<file path="src/rtl/tdm_pkg.sv">
// Shared definitions for the TDM channel mux/demux pair.
// Holds the receiver lock-state type and the default frame geometry.
package tdm_pkg;

    typedef enum logic {
        HUNT = 1'b0,
        RECV = 1'b1
    } state_t;

    localparam int TDM_NCH    = 8;
    localparam int TDM_DATA_W = 1;

endpackage

</file>
<file path="src/rtl/tdm_slot_ctr.sv">
// Modulo-NCH slot counter with load-to-1 and last-slot flag.
// Shared by the transmit-side mux and the receive-side demux.
module tdm_slot_ctr
    import tdm_pkg::*;
#(
    parameter int NCH   = TDM_NCH,
    parameter int SEL_W = $clog2(NCH)
) (
    input  logic             clk,
    input  logic             rst,
    input  logic             load_one,
    input  logic             inc,
    output logic [SEL_W-1:0] count,
    output logic             last
);

    // NOTE: sequential state uses non-blocking assignments so every flop
    // samples the pre-edge values of its neighbours.
    always_ff @(posedge clk) begin
        if (rst) begin
            count <= '0;
        end else if (load_one) begin
            count <= SEL_W'(1);
        end else if (inc) begin
            // NCH is a power of 2, so the natural overflow is the modulo wrap.
            count <= count + 1'b1;
        end
    end

    assign last = (count == SEL_W'(NCH - 1));

endmodule

</file>
<file path="src/rtl/tdm_demux8.sv">
// Receive-side TDM demultiplexer: locks to the slot-0 sync flag, steers
// each slot into a shadow register and publishes complete frames.
module tdm_demux8
    import tdm_pkg::*;
#(
    parameter int DATA_W = TDM_DATA_W,
    parameter int NCH    = TDM_NCH,
    parameter int SEL_W  = $clog2(NCH)
) (
    input  logic                  clk,
    input  logic                  rst,
    input  logic [DATA_W-1:0]     din,
    input  logic                  din_valid,
    input  logic                  din_sync,
    output logic [NCH*DATA_W-1:0] out_data,
    output logic                  out_valid,
    output logic [NCH-1:0]        ch_strobe,
    output logic [SEL_W-1:0]      slot,
    output logic                  locked,
    output logic                  sync_err
);

    state_t state;
    state_t state_next;

    logic restart;   // beat taken as slot 0 of a fresh frame
    logic normal;    // beat stored at the current slot
    logic misalign;  // sync arrived at a nonzero slot while locked
    logic last;

    // The last slot goes straight into out_data, so it needs no shadow.
    logic [DATA_W-1:0] shadow [NCH-1];

    tdm_slot_ctr #(
        .NCH   (NCH),
        .SEL_W (SEL_W)
    ) u_slot_ctr (
        .clk      (clk),
        .rst      (rst),
        .load_one (restart),
        .inc      (normal),
        .count    (slot),
        .last     (last)
    );

    always_ff @(posedge clk) begin
        if (rst) begin
            state <= HUNT;
        end else begin
            state <= state_next;
        end
    end

    // NOTE: every combinational output gets a default first so no path
    // through the case can leave it unassigned and infer a latch.
    always_comb begin
        state_next = state;
        unique case (state)
            HUNT:    if (din_valid && din_sync) state_next = RECV;
            RECV:    state_next = RECV;
            default: state_next = HUNT;
        endcase
    end

    always_comb begin
        restart  = 1'b0;
        normal   = 1'b0;
        misalign = 1'b0;
        locked   = 1'b0;
        unique case (state)
            HUNT: begin
                restart = din_valid && din_sync;
            end
            RECV: begin
                locked   = 1'b1;
                misalign = din_valid && din_sync && (slot != '0);
                restart  = misalign;
                normal   = din_valid && !misalign;
            end
            default: ;
        endcase
    end

    // NOTE: the shadow bank is a handful of flops rather than a RAM, so it
    // is cleared on reset like any other register.
    always_ff @(posedge clk) begin
        if (rst) begin
            out_data  <= '0;
            out_valid <= 1'b0;
            ch_strobe <= '0;
            sync_err  <= 1'b0;
            for (int k = 0; k < NCH - 1; k++) begin
                shadow[k] <= '0;
            end
        end else begin
            out_valid <= 1'b0;
            ch_strobe <= '0;
            sync_err  <= misalign;
            if (restart) begin
                shadow[0] <= din;
                ch_strobe <= NCH'(1);
            end else if (normal) begin
                ch_strobe <= NCH'(1) << slot;
                for (int k = 0; k < NCH - 1; k++) begin
                    if (slot == SEL_W'(k)) shadow[k] <= din;
                end
                if (last) begin
                    out_valid <= 1'b1;
                    for (int k = 0; k < NCH - 1; k++) begin
                        out_data[k*DATA_W +: DATA_W] <= shadow[k];
                    end
                    out_data[(NCH-1)*DATA_W +: DATA_W] <= din;
                end
            end
        end
    end

endmodule

</file>
<file path="config.mk">
export PLATFORM = sky130hd
export DESIGN_NAME = tdm_demux8
export DESIGN_NICKNAME = d
export VERILOG_FILES = /design/src/rtl/tdm_pkg.sv /design/src/rtl/tdm_slot_ctr.sv /design/src/rtl/tdm_demux8.sv
export SDC_FILE = /design/constraint.sdc
export NUM_CORES = 1
export LEC_CHECK = 0
export BUFFER_PORTS_ARGS = -buffer_cell sky130_fd_sc_hd__clkbuf_2
export CORE_UTILIZATION = 52
export CTS_BUF_LIST = sky130_fd_sc_hd__clkbuf_8 sky130_fd_sc_hd__clkbuf_16
export CTS_CLUSTER_SIZE = 12
export DETAILED_ROUTE_END_ITERATION = 6
export GPL_ROUTABILITY_DRIVEN = 0
export PLACE_DENSITY = 0.78
export SLEW_MARGIN = 10
export SYNTH_ARGS = -nofsm -noshare
export SYNTH_HDL_FRONTEND = slang
export SYNTH_HIERARCHICAL = 1
export SYNTH_SLANG_ARGS = --single-unit
</file>
<file path="constraint.sdc">
create_clock -name clk -period 2 [get_ports clk]
set_clock_uncertainty 0.1 [all_clocks]
set_input_delay 0.2 -clock clk [delete_from_list [all_inputs] [get_ports clk]]
set_output_delay 0.2 -clock clk [all_outputs]
set_load 0.02 [all_outputs]
</file>
==> impl_metrics.tcl <==
set metrics [dict create \
    clk_latency_ns 0.28 \
    muxShareOfSynthArea_pct 8.18 \
    critPathCaptureType "flip-flop" \
    initial_core_util_pct 55.3 \
    outcome "complete, no violations" \
    startpoint "u_slot_ctr/count[1]" \
    timing.rr.end "out_data[4]" \
    drive_above_1_share_pct 26.2 \
    wire_per_inst_microns 12.4 \
    grt_pass1_wl_mm 3.64 \
    die_area_sq_um 2550 \
    fp.dieH_microns 50.5 \
    path_max_fanout 12 \
    syn_nets 125 \
    synth_xor_area_share_pct 0.716 \
    r2r_start "u_slot_ctr/count[1]" \
    synth_cell_types 28 \
    netlist_area_sq_um 1220 \
    row_count 17 \
    place_area_sq_um 1350 \
    synth_top_area_share_pct 36.0 \
    netlist_top_cells_count "dfxtp_1 (22), nand2b_1 (22), nor2_1 (15)" \
    vias 896 \
    hold_class "primary input to flip-flop" \
    wirelength_mm 2.15 \
    grt_start_max_net_pins 34 \
    final_max_slew_viol_count 0 \
    synth_top_family_by_area "simple AND/OR/NAND/NOR gates" \
    grt_overflow 0 \
    ys_ff_latch 29 \
    power_density_nw_per_um2 815 \
    drc 0 \
    synth_largest_area_cell "dfxtp_1" \
    rsz0062_at_grt "no" \
    synth_compound_area_share_pct 2.97 \
    grt_antenna_before_repair 0 \
    syn_avg_cell_area_sq_um 10.4 \
    core_sq_um 2210 \
    async_reset_ff_share_pct 0 \
    r2r_cells 5 \
    whs_ns 0.161 \
    ctsRootBufferMaster "clkbuf_8" \
    tns_ns 0 \
    synth-simple-area-share_pct 28.0 \
    clkSinkCount 29 \
    ant_nets 0 \
    ys_seq_area_share_pct 53.2 \
    io_pins 27 \
    postCtsHoldBufs 0 \
    ctsResizeCount 0 \
    dp_hpwl_mm 1.46 \
    cp.required_ns 2.10 \
    max_slew.worst_pin.slew_ns 0.468 \
    setup_viol 0 \
    start_kind "flip-flop" \
    cts_buffers 5 \
    post_cts_buffers 0 \
    fmax_mhz 583 \
    synth-edff-count 7 \
    p_leak_nw 0.593 \
    ir_worst_vdd_mv 0.559 \
    finalCritPeriodShare_pct 85.8 \
    chipWidth_microns 50.5 \
    cp_data_arrival_time_ns 1.82 \
    synthTopCellsByArea "dfxtp_1 (36%), edfxtp_1 (17%), nand2b_1 (11%), mux2i_1 (8.2%), nor2_1 (4.6%)" \
    vias_per_cell 5.18 \
    gr-usage-all-layers_pct 20.4 \
    finalHoldViolations 0 \
    r2r_slack_ns 0.28 \
    period_minus_slack_ns 1.72 \
    endpoint "out_data[4]" \
    drtPass1Iterations 4 \
    synthCells 118 \
    maxCapViolations 0 \
    synthAdderAreaFrac_pct 2.04 \
    htree_levels 2 \
    synth-main-ff-cell "dfxtp_1" \
    nets 151 \
    critical_path_class "flip-flop to flip-flop" \
    portBuffers 26 \
    n_fill_cell 186 \
    final_area_sq_um 1440 \
    clkTransAtPathRegs_ns 0.06 \
    first_iter_violations 19 \
    grt_pass1_vias 820 \
    diodes 0 \
    yosysWarnings 13 \
    clockBufferDepth 2 \
    relSlewSlack_pct 68.8 \
    area_growth_pct 17.9 \
    cts_tree "yes" \
]
==> state kept, by name (all words and copies together), names as in the netlist <==
register and count:
shadow 7, out_valid 1, ch_strobe 8, sync_err 1, u_slot_ctr/count 3, state 1, out_data 8
==> worst max-delay path, cell delays in order (launching register included) <==
cell,delay [ns]
dfxtp_1,0.58
ha_1,0.24
ha_1,0.15
and4_1,0.18
buf_4,0.19
mux2i_1,0.20
==> through the flow <==
step	power [mW]	utilization, %	setup WS [ns]	std cells
CTS	1.19	65.2	0.260	173
floorplan	0.688	-	0.348	118
finish	1.18	65.2	0.283	173
global route	1.22	65.2	0.162	173
global placement	0.708	61.1	0.354	165
detailed placement	0.712	61.1	0.260	165
==> per-layer routing <==
metal | up-vias | GRT usage [%] | wire length (microns)
met3 | 5 | 8.48 | 103
met4 | 0 | 11.1 | 46
met5 | - | 0 | 0
met1 | 419 | 22.3 | 937
met2 | 27 | 33.3 | 1060
li1 | 445 | - | -
==> cell usage in the layout, fill, tap and decap left out, types with 3 or more instances in the layout <==
cell	instances
clkbuf_2	26
nand2b_1	22
dfxtp_1	22
nor2_1	15
mux2i_1	10
edfxtp_1	7
clkbuf_8	6
nand2_1	3
nor2b_1	3
nand3_1	3
nor3b_1	3
nor3_1	3
==> power by group <==
part           internal (mW)  leakage [nW]  switching [mW]
Combinational         0.0317         0.295          0.0461
Sequential             0.612         0.250         0.00990
Clock                  0.271        0.0486           0.205
Total                  0.915         0.593           0.261
==> how the worst min path moves through the flow <==
stage | from | end | slack (ns) | cells past startpoint
after global placement | out_data[4] | out_data[4] | 0.36 | 2
after detailed placement | out_data[0] | out_data[0] | 0.37 | 2
final | din_sync | sync_err | 0.16 | 3
after CTS | din_sync | sync_err | 0.15 | 3
after global routing | din_sync | sync_err | 0.17 | 3
after floorplan | rst | u_slot_ctr/count[0] | 0.17 | 1
==> cell families after synthesis <==
kind of cell             after synthesis
AO/OA/AOI/OAI                          5
buffers and inverters                 11
XOR/XNOR                               1
flip-flops                            29
adder cells (fa/ha/maj)                2
AND/OR/NAND/NOR                       60
multiplexers                          10
==> area by class of cell <==
class	instances	area [sq um]	area share, %
flip-flops and latches	29	651	45.1
multi-input cells	78	513	35.6
repair buffers	28	145	10.1
clock buffers	6	82.6	5.72
well taps	28	35.0	2.43
clock inverters	2	8.76	0.607
inverters	2	7.51	0.520
No activity file was read; power rests on OpenSTA's default activity.
